--- src/rtl/adpll_pkg.sv ---
// adpll_pkg
//   Shared definitions for the ADPLL loop controller: FSM state encoding,
//   PFD decision encoding, default widths/timing constants and the helper
//   that turns the raw PFD flag pair into a decision.
package adpll_pkg;

  localparam int COARSE_W_DEF = 3;
  localparam int FINE_W_DEF   = 6;
  localparam int SETTLE_DEF   = 4;
  localparam int LOCK_N_DEF   = 4;
  localparam int UNLOCK_N_DEF = 8;

  typedef enum logic [2:0] {
    ST_IDLE   = 3'd0,
    ST_C_SAR  = 3'd1,
    ST_F_SAR  = 3'd2,
    ST_TRACK  = 3'd3,
    ST_LOCKED = 3'd4
  } state_e;

  // DEC_HOLD doubles as "no previous direction" in the tracking logic.
  typedef enum logic [1:0] {
    DEC_HOLD = 2'd0,
    DEC_UP   = 2'd1,
    DEC_DN   = 2'd2
  } dec_e;

  // Only an unambiguous flag is a decision; both-or-neither is HOLD.
  function automatic dec_e decode_pfd(input logic up, input logic dn);
    if (up && !dn) begin
      return DEC_UP;
    end else if (dn && !up) begin
      return DEC_DN;
    end else begin
      return DEC_HOLD;
    end
  endfunction

endpackage

--- src/rtl/adpll_sar_step.sv ---
// adpll_sar_step
//   One successive-approximation step on a DCO code field (combinational).
//   The bit at idx_i is the trial bit, already set: a DN decision clears it,
//   UP/HOLD keeps it. The next lower bit (if any) is set for the next trial.
// Ports:
//   code_i  current code
//   idx_i   trial bit index (0 = LSB)
//   dec_i   PFD decision for this window
//   code_o  code after the step
module adpll_sar_step
  import adpll_pkg::*;
#(
  parameter int W  = 3,
  parameter int IW = 3
) (
  input  logic [W-1:0]  code_i,
  input  logic [IW-1:0] idx_i,
  input  dec_e          dec_i,
  output logic [W-1:0]  code_o
);

  logic keep_trial;
  assign keep_trial = (dec_i != DEC_DN);

  for (genvar gi = 0; gi < W; gi++) begin : g_bit
    if (gi == W - 1) begin : g_msb
      // The MSB is never the "next lower" bit of anything.
      assign code_o[gi] = (idx_i == IW'(gi)) ? (keep_trial & code_i[gi]) : code_i[gi];
    end else begin : g_low
      assign code_o[gi] = (idx_i == IW'(gi))     ? (keep_trial & code_i[gi]) :
                          (idx_i == IW'(gi + 1)) ? 1'b1 : code_i[gi];
    end
  end

endmodule

--- src/rtl/adpll_lock_ctrl.sv ---
// adpll_lock_ctrl
//   ADPLL loop controller. Turns PFD up/down decisions into DCO codes:
//   SAR search on the coarse code, SAR search on the fine code, then linear
//   tracking of the fine code with lock/unlock detection.
// Ports:
//   REF_CLK    reference clock, rising edge
//   RESET_     asynchronous active-low reset
//   enable     run the loop; low forces IDLE
//   pfd_up     PFD up flag (DCO slow), synchronous to REF_CLK
//   pfd_dn     PFD down flag (DCO fast), synchronous to REF_CLK
//   coarse     coarse DCO code (registered)
//   fine       fine DCO code (registered)
//   freq_lock  lock indicator (registered)
//   state      current FSM state, debug
module adpll_lock_ctrl
  import adpll_pkg::*;
#(
  parameter int COARSE_W = COARSE_W_DEF,
  parameter int FINE_W   = FINE_W_DEF,
  parameter int SETTLE   = SETTLE_DEF,
  parameter int LOCK_N   = LOCK_N_DEF,
  parameter int UNLOCK_N = UNLOCK_N_DEF
) (
  input  logic                REF_CLK,
  input  logic                RESET_,
  input  logic                enable,
  input  logic                pfd_up,
  input  logic                pfd_dn,
  output logic [COARSE_W-1:0] coarse,
  output logic [FINE_W-1:0]   fine,
  output logic                freq_lock,
  output logic [2:0]          state
);

  localparam int MAXW  = (COARSE_W > FINE_W) ? COARSE_W : FINE_W;
  localparam int IDX_W = $clog2(MAXW);
  localparam int SW    = $clog2(SETTLE);
  localparam int RW    = $clog2(LOCK_N + 1);
  localparam int UW    = $clog2(UNLOCK_N + 1);

  localparam logic [COARSE_W-1:0] MID_C = {1'b1, {(COARSE_W-1){1'b0}}};
  localparam logic [FINE_W-1:0]   MID_F = {1'b1, {(FINE_W-1){1'b0}}};

  state_e              state_q, state_d;
  logic [COARSE_W-1:0] coarse_q, coarse_d;
  logic [FINE_W-1:0]   fine_q, fine_d;
  logic                lock_q, lock_d;
  logic [SW-1:0]       settle_q, settle_d;
  logic [IDX_W-1:0]    bit_idx_q, bit_idx_d;
  logic [RW-1:0]       rev_q, rev_d;
  logic [UW-1:0]       run_q, run_d;
  dec_e                prev_q, prev_d;

  // ---------------------------------------------------------------------------
  // Decision sampling: one decision per settle window, on its last cycle.
  // ---------------------------------------------------------------------------
  logic sample;
  dec_e dec;
  logic step_up, step_dn;

  assign sample  = (settle_q == SW'(SETTLE - 1));
  assign dec     = decode_pfd(pfd_up, pfd_dn);
  assign step_up = sample && (dec == DEC_UP);
  assign step_dn = sample && (dec == DEC_DN);

  // SAR helpers, one per code field; each result is only used in its phase.
  logic [COARSE_W-1:0] coarse_sar;
  logic [FINE_W-1:0]   fine_sar;

  adpll_sar_step #(.W(COARSE_W), .IW(IDX_W)) u_sar_coarse (
    .code_i (coarse_q),
    .idx_i  (bit_idx_q),
    .dec_i  (dec),
    .code_o (coarse_sar)
  );

  adpll_sar_step #(.W(FINE_W), .IW(IDX_W)) u_sar_fine (
    .code_i (fine_q),
    .idx_i  (bit_idx_q),
    .dec_i  (dec),
    .code_o (fine_sar)
  );

  // ---------------------------------------------------------------------------
  // Tracking bookkeeping: saturation, reversal and run counting.
  // ---------------------------------------------------------------------------
  logic          sat_hit, reversal, same_dir, lock_hit, unlock_hit;
  logic [RW-1:0] rev_inc, rev_step;
  logic [UW-1:0] run_inc, run_step;

  assign sat_hit  = (step_up && (&fine_q)) || (step_dn && ~(|fine_q));
  assign reversal = (step_up && prev_q == DEC_DN) || (step_dn && prev_q == DEC_UP);
  assign same_dir = (step_up && prev_q == DEC_UP) || (step_dn && prev_q == DEC_DN);

  // Both counters saturate so long dithering or long runs cannot wrap.
  assign rev_inc  = (rev_q == RW'(LOCK_N))   ? rev_q : rev_q + RW'(1);
  assign run_inc  = (run_q == UW'(UNLOCK_N)) ? run_q : run_q + UW'(1);
  assign rev_step = reversal ? rev_inc : (same_dir ? '0 : rev_q);
  // A reversal or the very first step both start a new run of length 1.
  assign run_step = same_dir ? run_inc : UW'(1);

  assign lock_hit   = reversal && (rev_step == RW'(LOCK_N));
  assign unlock_hit = same_dir && (run_step == UW'(UNLOCK_N));

  // ---------------------------------------------------------------------------
  // FSM: state register
  // ---------------------------------------------------------------------------
  always_ff @(posedge REF_CLK or negedge RESET_) begin
    if (!RESET_) begin
      state_q <= ST_IDLE;
    end else begin
      state_q <= state_d;
    end
  end

  // ---------------------------------------------------------------------------
  // FSM: next-state logic
  // ---------------------------------------------------------------------------
  always_comb begin
    state_d = state_q;
    if (!enable) begin
      state_d = ST_IDLE;
    end else begin
      case (state_q)
        ST_IDLE:   state_d = ST_C_SAR;
        ST_C_SAR:  if (sample && bit_idx_q == '0) state_d = ST_F_SAR;
        ST_F_SAR:  if (sample && bit_idx_q == '0) state_d = ST_TRACK;
        ST_TRACK: begin
          if (sat_hit) begin
            state_d = ST_C_SAR;
          end else if (lock_hit) begin
            state_d = ST_LOCKED;
          end
        end
        ST_LOCKED: if (unlock_hit) state_d = ST_TRACK;
        default:   state_d = ST_IDLE;
      endcase
    end
  end

  // ---------------------------------------------------------------------------
  // FSM: output / datapath next-value logic
  // ---------------------------------------------------------------------------
  always_comb begin
    coarse_d  = coarse_q;
    fine_d    = fine_q;
    lock_d    = lock_q;
    settle_d  = sample ? '0 : settle_q + SW'(1);
    bit_idx_d = bit_idx_q;
    rev_d     = rev_q;
    run_d     = run_q;
    prev_d    = prev_q;

    if (!enable || state_q == ST_IDLE) begin
      coarse_d  = MID_C;
      fine_d    = MID_F;
      lock_d    = 1'b0;
      settle_d  = '0;
      rev_d     = '0;
      run_d     = '0;
      prev_d    = DEC_HOLD;
      // Leaving IDLE: the coarse MSB is the first trial bit.
      bit_idx_d = enable ? IDX_W'(COARSE_W - 1) : '0;
    end else begin
      case (state_q)
        ST_C_SAR: begin
          if (sample) begin
            coarse_d = coarse_sar;
            if (bit_idx_q == '0) begin
              bit_idx_d = IDX_W'(FINE_W - 1);
              fine_d    = MID_F;
            end else begin
              bit_idx_d = bit_idx_q - IDX_W'(1);
            end
          end
        end
        ST_F_SAR: begin
          if (sample) begin
            fine_d = fine_sar;
            if (bit_idx_q != '0) begin
              bit_idx_d = bit_idx_q - IDX_W'(1);
            end
          end
        end
        ST_TRACK, ST_LOCKED: begin
          if (step_up || step_dn) begin
            if (sat_hit && state_q == ST_TRACK) begin
              // Ran off the end of the fine range: the coarse pick was wrong.
              coarse_d  = MID_C;
              fine_d    = MID_F;
              bit_idx_d = IDX_W'(COARSE_W - 1);
              rev_d     = '0;
              run_d     = '0;
              prev_d    = DEC_HOLD;
            end else begin
              // In LOCKED a step into a limit just saturates.
              if (!sat_hit) begin
                fine_d = step_up ? fine_q + FINE_W'(1) : fine_q - FINE_W'(1);
              end
              prev_d = dec;
              rev_d  = rev_step;
              run_d  = run_step;
              if (state_q == ST_TRACK && lock_hit) begin
                lock_d = 1'b1;
              end
              if (state_q == ST_LOCKED && unlock_hit) begin
                lock_d = 1'b0;
                rev_d  = '0;
              end
            end
          end
        end
        default: ;
      endcase
    end
  end

  // ---------------------------------------------------------------------------
  // Datapath registers
  // ---------------------------------------------------------------------------
  always_ff @(posedge REF_CLK or negedge RESET_) begin
    if (!RESET_) begin
      coarse_q  <= MID_C;
      fine_q    <= MID_F;
      lock_q    <= 1'b0;
      settle_q  <= '0;
      bit_idx_q <= '0;
      rev_q     <= '0;
      run_q     <= '0;
      prev_q    <= DEC_HOLD;
    end else begin
      coarse_q  <= coarse_d;
      fine_q    <= fine_d;
      lock_q    <= lock_d;
      settle_q  <= settle_d;
      bit_idx_q <= bit_idx_d;
      rev_q     <= rev_d;
      run_q     <= run_d;
      prev_q    <= prev_d;
    end
  end

  assign coarse    = coarse_q;
  assign fine      = fine_q;
  assign freq_lock = lock_q;
  assign state     = state_q;

endmodule

--- config.mk ---
export PLATFORM = sky130hd
export DESIGN_NAME = adpll_lock_ctrl
export DESIGN_NICKNAME = d
export VERILOG_FILES = /design/src/rtl/adpll_pkg.sv /design/src/rtl/adpll_sar_step.sv /design/src/rtl/adpll_lock_ctrl.sv
export SDC_FILE = /design/constraint.sdc
export NUM_CORES = 1
export LEC_CHECK = 0
export ABC_AREA = 0
export BUFFER_PORTS_ARGS = -buffer_cell sky130_fd_sc_hd__buf_2
export CAP_MARGIN = 20
export CORE_MARGIN = 5
export CORE_UTILIZATION = 25
export DETAILED_ROUTE_END_ITERATION = 6
export PLACE_DENSITY = 0.45
export SYNTH_ARGS = -nofsm -noshare
export SYNTH_HDL_FRONTEND = slang
export SYNTH_SLANG_ARGS = --single-unit
--- constraint.sdc ---
create_clock -name REF_CLK -period 6 [get_ports REF_CLK]
set_clock_uncertainty 0.15 [all_clocks]
set_input_delay 0.9 -clock REF_CLK [delete_from_list [all_inputs] [get_ports REF_CLK]]
set_output_delay 0.9 -clock REF_CLK [all_outputs]
set_load 0.005 [all_outputs]
==> results of run 1 <==
-- cells in the mapped netlist, types with 2 or more instances --
cell type	number
nor2_1	26
dfrtp_1	25
nand2_1	21
o21ai_0	21
a21oi_1	18
ha_1	16
inv_1	14
nand3_1	12
clkbuf_1	7
nand2b_1	6
nor3_1	6
xor2_1	6
a21o_1	5
and2_1	5
nand4_1	5
nor2b_1	5
o22ai_1	5
a211oi_1	3
a2bb2oi_1	3
a31oi_1	3
a32o_1	3
o31ai_1	3
a211o_1	2
a221oi_1	2
a32oi_1	2
and4_1	2
and4bb_2	2
buf_2	2
dfstp_2	2
mux2i_1	2
nand3b_1	2
nor4_1	2
nor4b_1	2
nor4bb_1	2
o211ai_1	2
o22a_1	2
o2bb2ai_1	2
xnor2_1	2
-- flip-flops by register name, summed over array words and instances, names as in the netlist --
name / count
fine: 6
run_q: 4
bit_idx_q: 3
coarse: 3
rev_q: 3
state: 3
prev_q: 2
settle_q: 2
freq_lock: 1
-- cells by family (layout without fill, tap and decap cells) --
family          after synthesis  count (layout)  synth area share [%]
flops                        27              27                  29.0
simple gates                108             108                  25.5
mux                           3               3                  1.34
fa+ha+maj                    17              17                  9.41
xor+xnor                      8               8                  2.99
compound gates               92              92                  27.5
buf+inv                      25              36                  4.28
-- area by class of cell --
type / instances / area (um2)
clock buffers: 3 / 41.3
clock inverters: 1 / 5.00
fillers: 991 / 6630
inverters: 15 / 56.3
multi-input cells: 228 / 1560
flip-flops and latches: 27 / 678
well taps: 111 / 139
repair buffers: 17 / 85.1
-- per-layer routing --
layer  vias to the layer above  share of wire, %  track usage [%]
met4                         0               1.5             4.57
met5                         -                 0                0
met3                         6               3.7             1.63
met1                      1087                51             17.9
li1                       1080                 -                -
met2                        40                44             18.6
-- layout by cell type, fill, tap and decap left out, types with 6 or more instances in the layout --
cell type  instances
a21oi_1           18
nand2b_1           6
xor2_1             6
nand3_1           12
nor3_1             6
nor2_1            26
ha_1              16
dfrtp_1           25
buf_2             17
nand2_1           21
o21ai_0           21
inv_1             14
-- power by group through the flow --
stage	sequential, W	combinational (W)	clock (W)
floorplan	0.000198	0.0000628	0
global placement	0.000203	0.0000877	0
detailed placement	0.000203	0.0000863	0
CTS	0.000199	0.0000873	0.000118
global route	0.000201	0.0000976	0.000123
finish	0.000199	0.0000869	0.000112
-- through the flow --
stage	instance area [um2]	power [W]	setup slack, ns	utilization [%]	hold WS (ns)
CTS	2570	0.000404	3.07	27.9	0.301
detailed placement	2520	0.000289	2.91	27.4	0.285
floorplan	2340	0.000261	3.23	-	0.265
finish	2570	0.000398	3.09	27.9	0.297
global placement	2520	0.000290	2.95	27.4	0.276
global route	2570	0.000421	2.83	27.9	0.334
-- worst reg2reg max path, delay by kind of cell (launching register included) --
kind,cells,cell delay (ns)
simple gates,3,0.70
compound gates,2,0.70
fa+ha+maj,1,0.41
flops,1,0.39
mux,1,0.35
buf+inv,1,0.11
-- final timing paths --
check	depth (start not counted)	slack [ns]	start	to
setup reg to reg	8	3.09	settle_q[0]	fine[3]
hold reg to reg	1	0.30	settle_q[0]	settle_q[0]
setup / recovery	8	3.09	settle_q[0]	fine[3]
min in group asynchronous	1	0.49	RESET_	bit_idx_q[1]
hold / removal	1	0.30	settle_q[0]	settle_q[0]
max in group asynchronous	1	4.77	RESET_	run_q[3]
==> flow_summary.yaml, run 1 <==
setup_path:
  cp_data_required_time_ns: 6.03
  crit_chain: "ha_1 > nand3b_1 > inv_2 > nand4_1 > nand2_1 > a221o_1 > a31oi_1 > mux2_2"
  cp_top_family: "simple AND/OR/NAND/NOR gates"
  worst-setup-path-type: "flop to flop"
  critPathMaxFanout: 16
  crit_slowest_cell: "a221o_1"
  startpoint_type: "flop"
  cp.arrival_ns: 2.94
  crit_buf_inv: 1
  crit_path_max_incr_delay_ns: 0.48
  critPathCaptureType: "flop"
grt:
  grt_max_degree: 28
  grt_pass1_wl_mm: 11.4
  gr-total-overflow: 0
  grt_pass1_vias: 2145
  grt_util_all_layers_pct: 12.3
  antenna_found_initial: 0
synth:
  syn_nets: 302
  synth_edf_count: 0
  ys_types: 68
  syn_area_um2: 2340
  yosysTopAreaCell: "dfrtp_1"
  yosysSeqAreaShare_pct: 29.0
  synth_top_area_share_pct: 26.7
  syn_inst: 280
  syn_avg_cell_area_um2: 8.36
  ys_ff_latch: 27
  ys.flop_type: "dfrtp_1"
  synthArstFlopShare_pct: 100
  yosysWarnings: 0
  ys_top_cells_by_area: "dfrtp_1, ha_1, o21ai_0, nor2_1, a21oi_1"
floorplanning:
  start_util_pct: 25.4
  rows: 35
  pin_count: 18
  die_y_um: 107
  die-area_um2: 11400
  chipWidth_um: 107
  core_area_um2: 9200
sta:
  setup_tns_ns: 0
  fmax_mhz: 344
  slew-limit-headroom_pct: 52.2
  maxSlewViolCount: 0
  fin_crit_ns: 2.91
  finalCritPeriodShare_pct: 48.5
  hold_viol: 0
  worstMarginPinSlew_ns: 0.716
  setup_violations: 0
  grt_setup_unrepaired: "false"
placement:
  hpwl_mm: 4.99
  gp_congestion: 0.759
  port_buffers: 17
  placed_cells: 398
cts:
  cts_tree: "built"
  cts_made_buffers: 3
  clk_pin_slew_ns: 0.11
  ctsHtreeMaxLevel: 1
  clk_latency_ns: 0.29
  post-cts-setup-buffers: 0
  cts-resized-gates: 0
  ctsHoldBuffers: 0
  clockBufferDepth: 2
  root_buffer: "clkbuf_8"
  cts_sinks: 27
job:
  max-cap-violations: 0
routing:
  dr.first_iter.drc_count: 187
  wl_per_cell_um: 17.1
  postRouteAntennaNets: 0
  drc_errors: 0
  routed_wl_mm: 6.86
  via_per_inst: 5.50
  drt_first_pass_iters: 5
  via_count: 2213
power_and_ir_drop:
  p_int_w: 0.000268
  power_frac_comb_pct: 21.8
  peakVddDrop_v: 0.0000764
  power.switching_w: 0.000130
  clockPowerShare_pct: 28.2
  swShare_pct: 32.6
  powerDensity_nw_per_um2: 155
  leakagePower_nw: 1.06
  pwr-share-seq_pct: 50.0
finish:
  num_antenna_cells: 0
  area_delta_synth_final_pct: 9.68
  stdcell_count: 402
  drive_gt1_share_pct: 12.0
  nNetsFinal: 314
min_path:
  hp-class: "flop to flop"
run_status:
  status: "finished clean"
Power figures use the tool's default switching activity.
==> run 2, diff against run 1 <==
--- a/config.mk
+++ b/config.mk
@@ -5,7 +5,7 @@
 export SDC_FILE = /design/constraint.sdc
 export NUM_CORES = 1
 export LEC_CHECK = 0
-export ABC_AREA = 0
+export ABC_AREA = 1
 export BUFFER_PORTS_ARGS = -buffer_cell sky130_fd_sc_hd__buf_2
 export CAP_MARGIN = 20
 export CORE_MARGIN = 5
==> constraint.sdc (replaced) <==
create_clock -name REF_CLK -period 2.8 [get_ports REF_CLK]
set_clock_uncertainty 0.15 [all_clocks]
set_input_delay 0.42 -clock REF_CLK [delete_from_list [all_inputs] [get_ports REF_CLK]]
set_output_delay 0.42 -clock REF_CLK [all_outputs]
set_load 0.005 [all_outputs]
==> flow_summary.yaml, run 2 <==
finish:
  nNetsFinal: 400
  num_antenna_cells: 0
  final_common_cell: "nand2_1"
  largest_reg_flops: 6
  drive_gt1_share_pct: 11.4
  most-common-layout-cells: "nand2_1, inv_1, nor2_1"
  area_delta_synth_final_pct: 11.0
setup_path:
  crit_slowest_cell: "ha_1"
  cp_top_family: "simple AND/OR/NAND/NOR gates"
  worst-setup-path-type: "flop to flop"
  path_common_cell: "nand2_1"
  cp_data_required_time_ns: 2.88
  critPathMaxFanout: 9
  r2r_start: "settle_q[0]"
  crit_path_max_incr_delay_ns: 0.47
  startpoint_type: "flop"
  r2r_cells: 12
  crit_buf_inv: 0
  r2r_slack_ns: 0.24
  critPathCaptureType: "flop"
  cp.arrival_ns: 2.64
  reg2reg_to: "fine[4]"
  crit_chain: "ha_1 > nand3_1 > ha_1 > a21oi_1 > nand2_1 > nand2_1 > nand2_1 > nor2_1 > nand3_1 > o21ai_0 > nand2_1 > nand2_1"
floorplanning:
  die_y_um: 107
  core_area_um2: 9240
  rows: 35
  pin_count: 18
  die-area_um2: 11500
  start_util_pct: 25.7
  chipWidth_um: 107
cts:
  clk_pin_slew_ns: 0.10
  post-cts-setup-buffers: 0
  cts_tree: "built"
  cts_sinks: 27
  ctsHtreeMaxLevel: 1
  cts-resized-gates: 0
  ctsHoldBuffers: 0
  cts_made_buffers: 3
  clockBufferDepth: 2
  root_buffer: "clkbuf_8"
  clk_latency_ns: 0.28
synth:
  syn_nets: 381
  syn_inst: 359
  synth_edf_count: 0
  ys_ff_latch: 27
  yosysWarnings: 0
  ys.flop_type: "dfrtp_1"
  syn_avg_cell_area_um2: 6.60
  syn_area_um2: 2370
  yosysSeqAreaShare_pct: 28.6
  ys_types: 33
  synthArstFlopShare_pct: 100
  ys_top_cells_by_area: "dfrtp_1, nand2_1, ha_1, inv_1, nand3_1"
  synth_top_area_share_pct: 26.4
  yosysMostFrequentCell: "nand2_1"
  yosysTopAreaCell: "dfrtp_1"
  synth_common_cells: "nand2_1, inv_1, nor2_1"
sta:
  hold_ws_ns: 0.0144
  fmax_mhz: 390
  maxSlewViolCount: 0
  worstMarginPinSlew_ns: 0.673
  hold_viol: 0
  slew-limit-headroom_pct: 55.2
  grt_setup_unrepaired: "false"
  setup_violations: 0
  finalCritPeriodShare_pct: 91.5
  fin_ws_ns: 0.238
  setup_tns_ns: 0
  fin_crit_ns: 2.56
power_and_ir_drop:
  p_int_w: 0.00107
  clockPowerShare_pct: 10.7
  power_w: 0.00219
  leakagePower_nw: 1.31
  peakVddDrop_v: 0.000332
  pwr-share-seq_pct: 29.3
  powerDensity_nw_per_um2: 832
  power_frac_comb_pct: 60.0
  swShare_pct: 51.3
  power.switching_w: 0.00112
routing:
  drt_first_pass_iters: 4
  dr.first_iter.drc_count: 132
  via_count: 2343
  via_per_inst: 4.63
  wl_per_cell_um: 13.1
  routed_wl_mm: 6.63
  postRouteAntennaNets: 0
  drc_errors: 0
run_status:
  status: "finished clean"
placement:
  place_ws_ns: 0.255
  hpwl_mm: 5.10
  gp_congestion: 0.869
  port_buffers: 17
grt:
  grt_util_all_layers_pct: 11.9
  grt_pass1_vias: 2227
  grt_max_degree: 28
  grt_pass1_wl_mm: 11.1
  antenna_found_initial: 0
  gr-total-overflow: 0
job:
  max-cap-violations: 0
min_path:
  hp-class: "input port to asynchronous set/reset pin"
==> run 2: cell types whose count changed after synthesis, sizes merged, moves of 8 or more <==
cell,before,now
a21oi,18,10
inv,15,49
nand2,21,109
nand3,12,31
nor2,26,44
o21ai,22,32
==> run 2: area by class of cell <==
cell class | instances | area [um2]
multi-input combinational | 279 | 1470
clock buffer | 4 | 45.0
fill | 1027 | 6610
timing repair buffer | 18 | 92.6
sequential | 27 | 678
inverter | 49 | 184
tap | 129 | 161
==> run 2: power groups by stage <==
stage                     clock network [W]  registers, W  logic [W]
after CTS                          0.000248      0.000647    0.00131
after floorplan                           0      0.000613    0.00101
final                              0.000233      0.000642    0.00131
after global routing               0.000262      0.000663    0.00150
after detailed placement                  0      0.000654    0.00131
after global placement                    0      0.000655    0.00130
==> run 2: per-layer routing <==
| metal | up-vias | GRT usage, % | routed length [um] |
|---|---|---|---|
| li1 | 1208 | - | - |
| met1 | 1072 | 17.3 | 3420 |
| met2 | 59 | 18.6 | 2880 |
| met3 | 4 | 1.50 | 272 |
| met4 | 0 | 2.71 | 61 |
| met5 | - | 0 | 0 |
==> run 2: per-stage QoR <==
stage               instances  utilization, %  instance area, um2
finish                    506            28.5                2630
global route              506            28.5                2630
CTS                       506            28.5                2630
detailed placement        502            28.0                2590
global placement          502            28.0                2590
floorplan                 359               -                2370
==> run 2: cells by family (layout without fill, tap and decap cells) <==
| family | count (synthesis) | in the layout | share of synthesized area (%) |
|---|---|---|---|
| AO/OA/AOI/OAI | 55 | 55 | 13.8 |
| AND/OR/NAND/NOR | 204 | 204 | 37.9 |
| XOR/XNOR | 3 | 3 | 1.11 |
| buffers and inverters | 53 | 71 | 9.34 |
| flip-flops | 27 | 27 | 28.6 |
| adder cells (fa/ha/maj) | 17 | 17 | 9.29 |
==> run 2: worst max path at each step <==
stage                           start       to  cells past startpoint
after global routing      settle_q[0]  fine[4]                     12
after floorplan           settle_q[0]  fine[3]                     14
after global placement    settle_q[0]  fine[4]                     12
after detailed placement  settle_q[0]  fine[4]                     12
after CTS                 settle_q[0]  fine[4]                     12
final                     settle_q[0]  fine[4]                     12
==> run 3, diff against run 2 <==
--- a/config.mk
+++ b/config.mk
@@ -9,9 +9,9 @@
 export BUFFER_PORTS_ARGS = -buffer_cell sky130_fd_sc_hd__buf_2
 export CAP_MARGIN = 20
 export CORE_MARGIN = 5
-export CORE_UTILIZATION = 25
+export CORE_UTILIZATION = 36
 export DETAILED_ROUTE_END_ITERATION = 6
-export PLACE_DENSITY = 0.45
+export PLACE_DENSITY = 0.57
 export SYNTH_ARGS = -nofsm -noshare
 export SYNTH_HDL_FRONTEND = slang
 export SYNTH_SLANG_ARGS = --single-unit
==> flow_summary.yaml, run 3 (synthesis gave the netlist of run 2 again) <==
finish:
  final_common_cell: "nand2_1"
  n_fill_cell: 699
  area_delta_synth_final_pct: 8.02
  seqCellArea_um2: 678
  nNetsFinal: 399
  design_area_um2: 2560
  drive_gt1_share_pct: 11.4
  num_antenna_cells: 0
  multiInputGateArea_um2: 1470
  most-common-layout-cells: "nand2_1, inv_1, nor2_1"
  largest_reg_flops: 6
routing:
  routed_wl_mm: 6.12
  wl_per_cell_um: 13.5
  via_per_inst: 5.19
  drt_first_pass_iters: 4
  postRouteAntennaNets: 0
  drc_errors: 0
  via_count: 2349
  dr.first_iter.drc_count: 92
sta:
  hold_viol: 25
  maxSlewViolCount: 0
  setup_tns_ns: 0
  fin_ws_ns: 0.339
  hold_ws_ns: -0.0126
  slew-limit-headroom_pct: 57.9
  finalCritPeriodShare_pct: 87.9
  grt_setup_unrepaired: "false"
  fin_crit_ns: 2.46
  fmax_mhz: 406
  worstMarginPinSlew_ns: 0.632
  setup_violations: 0
cts:
  post-cts-setup-buffers: 0
  cts_sinks: 27
  ctsHtreeMaxLevel: 1
  cts_made_buffers: 3
  cts-resized-gates: 0
  ctsHoldBuffers: 0
  clk_pin_slew_ns: 0.11
  root_buffer: "clkbuf_8"
  clockBufferDepth: 2
  clk_latency_ns: 0.29
  cts_tree: "built"
setup_path:
  worst-setup-path-type: "flop to flop"
  path_common_cell: "nand2_1"
  cp_data_required_time_ns: 2.88
  critPathMaxFanout: 9
  r2r_slack_ns: 0.34
  startpoint_type: "flop"
  critPathCaptureType: "flop"
  crit_slowest_cell: "ha_1"
  crit_path_max_incr_delay_ns: 0.46
  cp.arrival_ns: 2.54
  crit_chain: "ha_1 > nand3_1 > ha_1 > a21oi_1 > nand2_1 > nand2_1 > nand2_1 > nor2_1 > nand3_1 > o21ai_0 > nand2_1 > nand2_1"
run_status:
  status: "finished with violations"
  violations: "negative hold slack"
placement:
  hpwl_mm: 4.75
  gp_congestion: 0.871
  placed_area_um2: 2510
  port_buffers: 17
  place_ws_ns: 0.351
floorplanning:
  core_area_um2: 6390
  chipWidth_um: 91.2
  pin_count: 18
  rows: 29
  die-area_um2: 8310
  start_util_pct: 37.1
  die_y_um: 91.2
power_and_ir_drop:
  leakagePower_nw: 1.31
  peakVddDrop_v: 0.000603
  powerDensity_nw_per_um2: 849
  power_w: 0.00217
job:
  max-cap-violations: 0
grt:
  grt_pass1_wl_mm: 10.4
  gr-total-overflow: 0
  grt_pass1_vias: 2198
  antenna_found_initial: 0
  grt_max_degree: 28
  grt_util_all_layers_pct: 14.9
min_path:
  hp-class: "input port to asynchronous set/reset pin"
## run 3: critical path, delay by kind of cell (launching register included)
| family | cells | cell delay [ns] |
|---|---|---|
| fa+ha+maj | 2 | 0.77 |
| compound gates | 2 | 0.25 |
| simple gates | 8 | 0.86 |
| flops | 1 | 0.37 |
## run 3: final cells by class
class,count,share of cell area [%]
well taps,77,3.76
multi-input cells,279,57.4
inverters,49,7.18
clock buffers,3,1.61
repair buffers,17,3.32
flip-flops and latches,27,26.5
clock inverters,1,0.195
## run 3: power breakdown
group	leakage, nW	internal [W]	switching (W)
Clock	0.0255	0.000100	0.000144
Combinational	0.919	0.000462	0.000833
Sequential	0.361	0.000501	0.000134
## run 3: routing by layer
| metal | track usage [%] | wire, um | vias up | share of wire, % |
|---|---|---|---|---|
| met2 | 24.2 | 2760 | 59 | 45 |
| li1 | - | - | 1210 | - |
| met3 | 2.81 | 308 | 6 | 5.0 |
| met1 | 20.8 | 2990 | 1074 | 49 |
| met5 | 0 | 0 | - | 0 |
| met4 | 2.81 | 61 | 0 | 1.0 |
## run 3: stage by stage
stage / utilization [%] / instances
after global routing: 40.1 / 453
after floorplan: - / 359
after global placement: 39.4 / 449
after detailed placement: 39.4 / 449
after CTS: 40.1 / 453
final: 40.1 / 453
## run 3: path summary, 6_finish.rpt
check	to	cells past startpoint	start
min in group REF_CLK	bit_idx_q[1]	3	enable
worst max register to register	fine[4]	12	settle_q[0]
worst max-delay path	fine[4]	12	settle_q[0]
worst min-delay path	coarse[1]	1	RESET_
max in group asynchronous	prev_q[0]	1	RESET_
worst min register to register	settle_q[0]	1	settle_q[0]
